===== src/rtl/fu_nrm_lz_pipe_pkg.sv =====
// Shared constants, types and helpers for the normalizer leading-zero pipeline.
package fu_nrm_lz_pipe_pkg;

    localparam int RES_W = 163;
    localparam int NGRP  = 11;
    localparam int GRP_W = 16;
    localparam int LZ_W  = 8;

    localparam logic [LZ_W-1:0] LZ_ALLZERO = 8'd163;

    localparam logic [LZ_W-1:0] GRP_OFF [NGRP] = '{
        8'd0,   8'd8,   8'd24,  8'd40,  8'd56,  8'd72,
        8'd88,  8'd104, 8'd120, 8'd136, 8'd152
    };

    typedef struct packed {
        logic [LZ_W-1:0]  off;
        logic [GRP_W-1:0] slice;
        logic             any;
    } ex6_data_t;

    // Lowest-index set flag; returns 0 when no flag is set.
    function automatic logic [3:0] lead_grp(input logic [0:NGRP-1] flags);
        logic [3:0] grp;
        grp = 4'd0;
        for (int g = NGRP - 1; g >= 0; g--) begin
            if (flags[g]) begin
                grp = 4'(g);
            end else begin
                grp = grp;
            end
        end
        return grp;
    endfunction

    // A flagged group whose slice is empty reports the end of that group.
    function automatic logic [LZ_W-1:0] grp_end_clamped(input logic [LZ_W-1:0] off);
        logic [LZ_W-1:0] sum;
        sum = off + 8'd16;
        return (sum > LZ_ALLZERO) ? LZ_ALLZERO : sum;
    endfunction

endpackage


===== src/rtl/fu_nrm_lz_pipe_lzc16.sv =====
// Combinational 16-bit leading-zero counter; bit 15 is the most significant.
module fu_nrm_lzc16
    import fu_nrm_lz_pipe_pkg::*;
(
    input  logic [GRP_W-1:0] i_data,
    output logic [3:0]       o_cnt,
    output logic             o_zero
);

    // Highest set bit wins because later loop iterations override earlier ones.
    always_comb begin
        o_cnt  = 4'd0;
        o_zero = (i_data == 16'h0000);
        for (int i = 0; i < GRP_W; i++) begin
            if (i_data[i]) begin
                o_cnt = 4'(GRP_W - 1 - i);
            end else begin
                o_cnt = o_cnt;
            end
        end
    end

endmodule


===== src/rtl/fu_nrm_lz_pipe.sv =====
// Two-stage leading-zero count for the adder result: group select in ex5,
// slice count and offset add in ex6, registered outputs in ex7.
module fu_nrm_lz_pipe #(
    parameter int RES_W = fu_nrm_lz_pipe_pkg::RES_W,
    parameter int NGRP  = fu_nrm_lz_pipe_pkg::NGRP
) (
    input  logic             nclk,
    input  logic             rst,
    input  logic             ex5_act,
    input  logic [0:RES_W-1] f_add_ex5_res,
    input  logic [0:NGRP-1]  ex5_or_grp16,
    input  logic             ex6_hold,
    input  logic             flush,
    output logic             ex7_nrm_vld,
    output logic [0:7]       ex7_lz_amt,
    output logic             ex7_nrm_zero
);

    import fu_nrm_lz_pipe_pkg::*;

    logic [0:RES_W+4]  w_pad;
    logic [3:0]        w_grp;
    logic [LZ_W-1:0]   w_off;
    logic [GRP_W-1:0]  w_slice;
    logic              w_any;

    ex6_data_t         r_ex6;
    logic              r_ex6_vld;
    logic [3:0]        w_lz_cnt;
    logic              w_lz_zero;
    logic [LZ_W-1:0]   w_ex6_amt;
    logic              w_ex6_zero;

    logic              r_ex7_vld;
    logic [LZ_W-1:0]   r_ex7_amt;
    logic              r_ex7_zero;

    // Trailing pad lets the last (11-bit) group use the generic 16-bit slice.
    assign w_pad = {f_add_ex5_res, 5'b00000};

    // ex5: pick the leading flagged group and extract its 16-bit window.
    always_comb begin
        w_grp   = lead_grp(ex5_or_grp16);
        w_any   = |ex5_or_grp16;
        w_off   = 8'd0;
        w_slice = 16'h0000;
        if (w_grp == 4'd0) begin
            w_slice = {f_add_ex5_res[0:7], 8'h00};
        end else begin
            w_off   = GRP_OFF[w_grp];
            w_slice = w_pad[w_off +: GRP_W];
        end
    end

    // ex6 pipeline register; flush beats hold, hold freezes the valid.
    always_ff @(posedge nclk or posedge rst) begin
        if (rst) begin
            r_ex6_vld <= 1'b0;
            r_ex6     <= '0;
        end else begin
            if (flush) begin
                r_ex6_vld <= 1'b0;
            end else if (!ex6_hold) begin
                r_ex6_vld <= ex5_act;
            end else begin
                r_ex6_vld <= r_ex6_vld;
            end
            if (ex5_act && !ex6_hold && !flush) begin
                r_ex6 <= '{off: w_off, slice: w_slice, any: w_any};
            end
        end
    end

    fu_nrm_lzc16 u_lzc16 (
        .i_data (r_ex6.slice),
        .o_cnt  (w_lz_cnt),
        .o_zero (w_lz_zero)
    );

    // ex6: combine group offset with the in-slice count.
    always_comb begin
        w_ex6_zero = ~r_ex6.any;
        if (!r_ex6.any) begin
            w_ex6_amt = LZ_ALLZERO;
        end else if (w_lz_zero) begin
            w_ex6_amt = grp_end_clamped(r_ex6.off);
        end else begin
            w_ex6_amt = r_ex6.off + {4'b0000, w_lz_cnt};
        end
    end

    // ex7 output register.
    always_ff @(posedge nclk or posedge rst) begin
        if (rst) begin
            r_ex7_vld  <= 1'b0;
            r_ex7_amt  <= 8'd0;
            r_ex7_zero <= 1'b0;
        end else if (flush) begin
            r_ex7_vld  <= 1'b0;
        end else if (!ex6_hold) begin
            r_ex7_vld  <= r_ex6_vld;
            r_ex7_amt  <= w_ex6_amt;
            r_ex7_zero <= w_ex6_zero;
        end else begin
            r_ex7_vld  <= r_ex7_vld;
        end
    end

    assign ex7_nrm_vld  = r_ex7_vld;
    assign ex7_lz_amt   = r_ex7_amt;
    assign ex7_nrm_zero = r_ex7_zero;

endmodule


===== config.mk =====
export PLATFORM = sky130hd
export DESIGN_NAME = fu_nrm_lz_pipe
export DESIGN_NICKNAME = d
export VERILOG_FILES = /design/src/rtl/fu_nrm_lz_pipe_pkg.sv /design/src/rtl/fu_nrm_lz_pipe_lzc16.sv /design/src/rtl/fu_nrm_lz_pipe.sv
export SDC_FILE = /design/constraint.sdc
export NUM_CORES = 1
export LEC_CHECK = 0
export BUFFER_PORTS_ARGS = -buffer_cell sky130_fd_sc_hd__buf_2
export CORE_MARGIN = 5
export CORE_UTILIZATION = 45
export DETAILED_ROUTE_END_ITERATION = 6
export GPL_TIMING_DRIVEN = 0
export HOLD_SLACK_MARGIN = 0.15
export PLACE_DENSITY = 0.82
export SLEW_MARGIN = 0
export SYNTH_ARGS = -nofsm -noshare
export SYNTH_HDL_FRONTEND = slang
export SYNTH_SLANG_ARGS = --single-unit

===== constraint.sdc =====
create_clock -name nclk -period 3.9 [get_ports nclk]
set_clock_uncertainty 0.15 [all_clocks]
set_input_delay 0.195 -clock nclk [delete_from_list [all_inputs] [get_ports nclk]]
set_output_delay 0.195 -clock nclk [all_outputs]
set_load 0.02 [all_outputs]

After elaboration in Yosys (flattened, before gate mapping)
Memories as Yosys holds them, arrays and structs flattened.
Cells that the tools add are included.
W data, S select, Z words.
{"block": "totals", "elab_cells": 65, "mem_bits_ro": 128, "mem_count": 1, "ff_bits": 36}
{"block": "op_classes", "eq_ne": 1, "mux": 38, "n_reduce_logical": 8, "n_lt_le_gt_ge": 2, "shift": 1, "add_sub_neg": 2, "n_bitwise": 5}
{"memory": "(name not given)", "depth": 16, "word_bits": 8, "rd": 1, "rd_clocked_by_memory_dff": 0, "write_ports": 0, "line_no": "fu_nrm_lz_pipe.sv:50", "text": "w_off = GRP_OFF[w_grp];"}
{"op": "$shiftx A168 B9 Y169", "n": 1}
{"op": "$mux W4", "n": 27}
{"op": "$mux W8", "n": 6}
{"op": "$logic_not A16 Y1", "n": 1}
{"op": "$mux W16", "n": 1}
{"op": "$reduce_or A11 Y1", "n": 1}
{"op": "$not A8 Y9", "n": 1}
{"op": "$add A8 B4 Y8", "n": 1}
{"op": "$add A8 B5 Y8 const B", "n": 1}
{"op": "$gt A8 B8 Y1 const B", "n": 1}
{"op": "$ge A5 B5 Y1 const B", "n": 1}
{"op": "$not A4 Y5", "n": 1}
{"op": "$logic_not A4 Y1", "n": 1}
{"op": "$mux W1", "n": 4}
{"op": "$not A1 Y1", "n": 3}
{"op": "$logic_and A1 B1 Y1", "n": 2}
{"op": "$logic_not A1 Y1", "n": 2}
{"op": "$ne A2 B1 Y1 const B", "n": 1}
{"op": "$reduce_and A2 Y1", "n": 1}

Longest topological paths before layout
Gate-level depths: netlist of run 1.
{"block": "logic_depth", "depth_word": 19, "depth_mapped": 18}

By module
A second synthesis of run 1 with hierarchy kept.
{"block": "unflattened", "cells_unflattened": 488, "area_unflattened_um2": 3540.9}
{"mod": "fu_nrm_lz_pipe", "seq_area_each_um2": 825.8, "n_inst": 1, "area_each_um2": 3355.7, "cells_per_inst": 455}
{"mod": "fu_nrm_lzc16", "seq_area_each_um2": 0.0, "n_inst": 1, "area_each_um2": 185.2, "cells_per_inst": 33}

Worst setup path before layout of run 1
Ideal clock, no wire load.
{"block": "synth_path", "path_type": "in2reg", "start": "input ex5_or_grp16[9] (netlist bit)", "end": "register r_ex6[13] (netlist bit)", "required_time_ns": 3.617, "path_buffers": 3, "setup_slack_ns": 0.806, "arrival_time_ns": 2.811, "path_stages": 13, "path_cell_list": "nor2_1 a211oi_1 nor3_1 o31ai_1 ha_1 nor4b_1 a22o_1 buf_2 buf_2 buf_1 mux2i_1 a221oi_1 o22ai_1"}
{"block": "synth_between", "elab_chain_len": 17, "elab_cells_between_ends": 18, "classes_between": "1 x shift; 13 x mux; 2 x bitwise; 1 x reduce/logical; 1 x memory"}
{"element": "from (decl)", "line_no": "fu_nrm_lz_pipe.sv:11", "text": "input logic [0:NGRP-1] ex5_or_grp16,"}
{"element": "$mux W4 (*) (10 in series)", "line_no": "fu_nrm_lz_pipe_pkg.sv:27", "text": "if (flags[g]) begin"}
{"element": "$not A4 Y5 (implied by the code)", "line_no": "fu_nrm_lz_pipe.sv:50"}
{"element": "$mem_v2 Z16 W8"}
{"element": "$mux W8 (implied by the code) (2 in series)", "line_no": "fu_nrm_lz_pipe.sv:50"}
{"element": "$not A8 Y9 (implied by the code)", "line_no": "fu_nrm_lz_pipe.sv:51", "text": "w_slice = w_pad[w_off +: GRP_W];"}
{"element": "$shiftx A168 B9 Y169", "line_no": "fu_nrm_lz_pipe.sv:51"}
{"element": "$mux W16 (*)", "line_no": "fu_nrm_lz_pipe.sv:47", "text": "if (w_grp == 4'd0) begin"}
{"element": "to (signal assigned)", "line_no": "fu_nrm_lz_pipe.sv:69", "text": "r_ex6 <= '{off: w_off, slice: w_slice, any: w_any};"}
{"element": "to (decl)", "line_no": "fu_nrm_lz_pipe.sv:27", "text": "ex6_data_t r_ex6;"}
Every way passes the cells marked *; elsewhere a longest branch is shown, timed or not. The select of a mux whose other input is x is not followed.
A chain may end at the register's enable or synchronous reset.

Final worst setup path of run 1
{"block": "layout_path", "start": "input ex5_or_grp16[9] (netlist bit)", "end": "register r_ex6[3] (netlist bit)"}
Same word-level chain as after synthesis.

==> results of run 1 <==
==> state kept, by name, summed over array words and instances, names as in the netlist <==
name / flops
ex7_nrm_vld: 1
r_ex6_vld: 1
ex7_lz_amt: 8
r_ex6: 22
ex7_nrm_zero: 1
==> metrics by stage <==
stage	setup slack, ns	setup TNS, ns
finish	0.3480	0
CTS	0.1589	0
floorplan	0.8064	0
detailed placement	-0.1262	-0.3166
global route	0.1194	0
global placement	-0.1189	-0.3629
==> critical path: stages <==
cell       delay [ns]
buf_2            0.12
nor2_1           0.05
a211oi_1         0.23
nor3_1           0.10
o31ai_2          0.32
ha_1             0.32
nor4b_1          0.41
a22o_1           0.21
buf_2            0.22
buf_2            0.35
buf_2            0.34
nor2_1           0.16
o2bb2ai_1        0.16
a22oi_1          0.25
nand3_1          0.12
==> power groups by stage <==
stage                     Combinational [W]  Clock [W]  Sequential [W]
final                              0.000765   0.000288        0.000448
after global routing               0.000823   0.000304        0.000456
after global placement             0.000720          0        0.000451
after floorplan                    0.000438          0        0.000455
after detailed placement           0.000727          0        0.000453
after CTS                          0.000737   0.000291        0.000447
==> layout make-up <==
type | instances | area [µm²]
fillers | 1004 | 4194
multi-input cells | 537 | 3580
repair buffers | 199 | 1069
flip-flops and latches | 33 | 825.8
plain buffers | 49 | 250.2
well taps | 136 | 170.2
clock buffers | 7 | 96.34
inverters | 11 | 41.29
clock inverters | 1 | 5.005
==> worst min path at each step <==
stage | start | endpoint | cells past startpoint
floorplan | flush | r_ex6_vld | 1
global placement | flush | r_ex6_vld | 2
detailed placement | flush | r_ex6_vld | 2
CTS | f_add_ex5_res[150] | r_ex6[2] | 4
global route | f_add_ex5_res[150] | r_ex6[2] | 4
finish | f_add_ex5_res[150] | r_ex6[2] | 4
==> per-layer routing <==
layer	part of all wire [%]	vias up	GRT usage, %
met5	0	-	0
met2	46	436	50.52
met1	37	2839	38.63
met3	13	83	8.086
met4	4.8	0	14.10
li1	-	2782	-
==> placed cells by master, fill, tap and decap left out, types with 12 or more instances in the layout <==
cell | synthesis | final
buf_2 | 21 | 209
nand2_1 | 150 | 150
mux2i_1 | 60 | 60
nand3_1 | 33 | 33
dfrtp_1 | 33 | 33
o21ai_0 | 30 | 30
nor2_1 | 26 | 26
and3_1 | 25 | 25
a31oi_1 | 18 | 18
a311oi_1 | 18 | 18
clkbuf_1 | 18 | 15
o2111ai_1 | 14 | 14
a21oi_1 | 12 | 12
nor3_1 | 12 | 12
and2_1 | 12 | 12
mux4_2 | 12 | 12
==> logic make-up (layout without fill, tap and decap cells) <==
kind of cell / Yosys count / after routing / synth area share (%)
flops: 33 / 33 / 17.62
mux: 76 / 76 / 20.51
xor+xnor: 5 / 5 / 0.9348
compound gates: 152 / 152 / 23.10
simple gates: 294 / 294 / 29.08
buf+inv: 60 / 267 / 6.088
fa+ha+maj: 10 / 10 / 2.670
==> what timing repair did <==
item	4_1_cts	5_1_grt
resized for setup	0	9
endpoints found under the hold margin	41	0
setup endpoints to repair	0	15
hold buffers	10	0
==> reports/qor.yml, run 1 <==
critPathLaunchType: "primary input"
cts_buffer_depth: 2
cts_made_buffers: 5
hp-class: "in2reg"
drtPass1Iterations: 5
synth-edff-count: 0
p_leak_nw: 2.811
rr_worst_depth: 9
critPathLaunch: "ex5_or_grp16[9]"
yosysSeqAreaShare_pct: 17.62
finalHoldViolCount: 0
core_mm2: 0.01023
dieArea_mm2: 0.01255
final_area_mm2: 0.006037
post-route-period-util_pct: 91.08
final_cells: 973
drive_gt1_share_pct: 29.63
ys.flop_type: "dfrtp_1"
grt-ovfl-total: 0
ys_ff_latch: 33
syn_inst: 630
insertedDiodeCount: 0
tritoncts: "built"
routed_wl_um: 20520
r2r_slack_ns: 1.43
ant_nets: 0
crit_path_end: "r_ex6[3]"
clock_latency_ns: 0.29
netlist_area_mm2: 0.004686
synth_common_cells: "nand2_1, mux2i_1, dfrtp_1, nand3_1, o21ai_0"
vias_per_cell: 6.310
io_buffers: 188
power_density_mw_per_mm2: 248.8
yosysTopAreaCellShare_pct: 17.62
pwr-share-clk_pct: 19.2
fin_nets: 1025
synth_most_common_cell: "nand2_1"
critical_path.max_fanout: 10
antenna_found_initial: 0
place_inst: 954
htreeDepth: 2
power_w: 0.001502
wire_per_inst_um: 21.09
pwr-share-seq_pct: 29.8
ys_types: 59
fp.dieH_um: 112.0
drv_slew: 0
final_core_util_pct: 59.01
p_int_w: 0.0008803
syn-num-nets: 819
grt_max_degree: 34
max_slew_margin_pct: 22.27
worstPathRequired_ns: 3.91
rsz0062_at_grt: "no"
pwr-share-comb_pct: 51.0
num_rows: 37
yosysTopAreaCell: "dfrtp_1"
worst-endpoint-arrival_ns: 3.57
tightest_slew_ns: 1.157
cts.clk_slew.worst_paths_ns: 0.07
synth_area_leaders: "dfrtp_1, mux2i_1, nand2_1"
drc_errors: 0
holdWs_ns: 0.1593
vias: 6140
grt_pass1_vias: 5983
status: "complete, no violations"
maxCapViolations: 0
synthArstFlopShare_pct: 100.0
hpwl_um: 16470
clock.fmax_mhz: 281.5
p_switching_w: 0.0006219
grt_pass1_wl_um: 31420
root_buffer: "clkbuf_8"
p_sw_share_pct: 41.40
die_x_um: 112.0
worst_setup_path_end_kind: "flip-flop"
track_usage_pct: 31.02
post_cts_buffers: 0
synth_area_per_cell_um2: 7.438
placed_cell_area_mm2: 0.005797
peakVddDrop_uv: 151.4
fin_crit_ns: 3.552
r2r_end: "ex7_lz_amt[0]"
initial_core_util_pct: 45.80
place_congestion: 1.001
drt-initial-drc-count: 837
reg2reg_from: "r_ex6[5]"
ys_warn_count: 0
cts.sinks: 33
setup_viol: 0
critPathKind: "in2reg"
ioPinCount: 189
area_delta_synth_final_pct: 28.84
Note: power is estimated with default switching activity, not from simulation.
==> run 2: changes to the inputs <==
--- a/config.mk
+++ b/config.mk
@@ -6,12 +6,11 @@
 export NUM_CORES = 1
 export LEC_CHECK = 0
 export BUFFER_PORTS_ARGS = -buffer_cell sky130_fd_sc_hd__buf_2
-export CORE_MARGIN = 5
-export CORE_UTILIZATION = 45
+export CORE_UTILIZATION = 50
 export DETAILED_ROUTE_END_ITERATION = 6
 export GPL_TIMING_DRIVEN = 0
 export HOLD_SLACK_MARGIN = 0.15
-export PLACE_DENSITY = 0.82
+export PLACE_DENSITY = 0.89
 export SLEW_MARGIN = 0
 export SYNTH_ARGS = -nofsm -noshare
 export SYNTH_HDL_FRONTEND = slang
==> reports/qor.yml, run 2 (same netlist as run 1, synthesis figures left out) <==
fp.dieH_um: 98.81  # was 112.0 µm
track_usage_pct: 39.81  # was 31.02%
critical_path.max_fanout: 10  # unchanged
drtPass1Iterations: 6  # was 5
fin_setup_tns_ns: 0  # unchanged
fin_nets: 1025  # unchanged
clock_latency_ns: 0.29  # about the same
htreeDepth: 2  # unchanged
grt_pass1_wl_um: 30020  # was 31420 µm
peakVddDrop_uv: 125.9  # was 151.4 µV
final_area_mm2: 0.005984  # was 0.006037 mm²
power_w: 0.001461  # was 0.001502 W
routed_wl_um: 19810  # was 20520 µm
grt_max_degree: 34  # unchanged
cts_buffer_depth: 2  # unchanged
initial_core_util_pct: 52.70  # was 45.80%
vias_per_cell: 6.687  # was 6.310
cts.clk_slew.worst_paths_ns: 0.06  # was 0.07 ns
r2r_end: "ex7_lz_amt[0]"  # unchanged
cts_made_buffers: 5  # unchanged
root_buffer: "clkbuf_8"  # unchanged
finalHoldViolCount: 0  # unchanged
regMostFlops: "r_ex6"  # unchanged
io_buffers: 188  # unchanged
cts.sinks: 33  # unchanged
largest_register_ffs: 22  # unchanged
wire_per_inst_um: 20.94  # was 21.09 µm
core_mm2: 0.008891  # was 0.01023 mm²
grt_pass1_vias: 5855  # was 5983
p_leak_nw: 2.786  # was 2.811 nW
power_density_mw_per_mm2: 244.1  # was 248.8 mW/mm²
final_core_util_pct: 67.31  # was 59.01%
rr_worst_depth: 9  # unchanged
critPathKind: "in2reg"  # unchanged
ioPinCount: 189  # unchanged
r2r_slack_ns: 1.45  # was 1.43 ns
hpwl_um: 15830  # was 16470 µm
place_congestion: 1.020  # was 1.001
clock.fmax_mhz: 272.0  # was 281.5 MHz
tritoncts: "built"  # unchanged
dieArea_mm2: 0.009762  # was 0.01255 mm²
post_cts_buffers: 0  # unchanged
drv_slew: 0  # unchanged
status: "complete, no violations"  # unchanged
hp-class: "in2reg"  # unchanged
worstPathRequired_ns: 3.94  # was 3.91 ns
ant_nets: 0  # unchanged
maxCapViolations: 0  # unchanged
critPathLaunch: "ex5_or_grp16[9]"  # unchanged
grt-ovfl-total: 0  # unchanged
max_slew_margin_pct: 18.24  # was 22.27%
fin_crit_ns: 3.676  # was 3.552 ns
crit_path_end: "r_ex6[4]"  # was r_ex6[3]
vias: 6326  # was 6140
antenna_found_initial: 0  # unchanged
num_rows: 34  # was 37
drc_errors: 0  # unchanged
rsz0062_at_grt: "no"  # unchanged
drt-initial-drc-count: 751  # was 837
reg2reg_from: "r_ex6[5]"  # unchanged
area_delta_synth_final_pct: 27.72  # was 28.84%
holdWs_ns: 0.1670  # was 0.1593 ns
die_x_um: 98.81  # was 112.0 µm
final_common_cell: "buf_2"  # unchanged
worst_setup_path_end_kind: "flip-flop"  # unchanged
tightest_slew_ns: 1.217  # was 1.157 ns
critPathLaunchType: "primary input"  # unchanged
final_cell_mix: "buf_2, nand2_1, mux2i_1"  # unchanged
post-route-period-util_pct: 94.27  # was 91.08%
setup_viol: 0  # unchanged
drive_gt1_share_pct: 28.67  # was 29.63%
placed_cell_area_mm2: 0.005762  # was 0.005797 mm²
worst-endpoint-arrival_ns: 3.71  # was 3.57 ns
-- run 2: changes by cell type in the layout (fill, tap and decap cells not counted), sizes merged --
cell         before  now
buf             218  220
clkbuf           27   25
clkinv            2    1
diode             0    1
dlygate4sd3      10   11
-- run 2: timing repair --
| item | 4_1_cts | 5_1_grt |
|---|---|---|
| hold buffers | 11 | 0 |
| setup endpoints to repair | 0 | 16 |
| resized for setup | 0 | 1 |
| endpoints found under the hold margin | 42 | 0 |
-- run 2: critical path, cell delays in order --
cell and delay, ns:
buf_2 0.12, nor2_1 0.05, a211oi_1 0.25, nor3_1 0.07, o31ai_1 0.46, ha_1 0.37, nor4b_2 0.31, a22o_1 0.17
buf_2 0.23, buf_2 0.35, buf_2 0.35, nand2_1 0.13, a311oi_1 0.36, o211ai_1 0.17, o311ai_1 0.12
-- run 2: layout make-up --
cell class	count	area (µm²)
diodes	1	2.502
plain buffers	48	240.2
clock buffers	8	80.08
fillers	786	2907
inverters	11	41.29
multi-input cells	537	3581
flip-flops and latches	33	825.8
well taps	108	135.1
repair buffers	200	1079
-- run 2: per-stage QoR --
stage	std cells	worst slack (ns)
final	946	0.2236
after global routing	945	0.002311
after CTS	945	0.2296
after detailed placement	926	-0.05035
after global placement	926	-0.06091
after floorplan	630	0.8064
-- run 2: worst min path at each step --
stage | end | slack (ns) | cells after the start | startpoint
after global placement | r_ex6_vld | 0.27 | 2 | flush
after CTS | r_ex6[1] | 0.15 | 4 | f_add_ex5_res[151]
after detailed placement | r_ex6_vld | 0.27 | 2 | flush
after global routing | r_ex6[1] | 0.18 | 4 | f_add_ex5_res[151]
after floorplan | r_ex6_vld | 0.11 | 1 | flush
final | r_ex6[1] | 0.17 | 4 | f_add_ex5_res[151]
-- run 2: report_power, final --
part	internal [W]	total [W]	leakage [nW]	switching [W]
registers	0.000395	0.000448	0.408	0.0000526
clock network	0.000127	0.000248	0.0395	0.000122
logic	0.000325	0.000765	2.34	0.000440
-- run 2: layer usage --
metal	track usage, %	routed length, µm
met3	7.801	2637
met2	65.47	9095
met5	0	0
met4	18.83	901
met1	50.27	7176
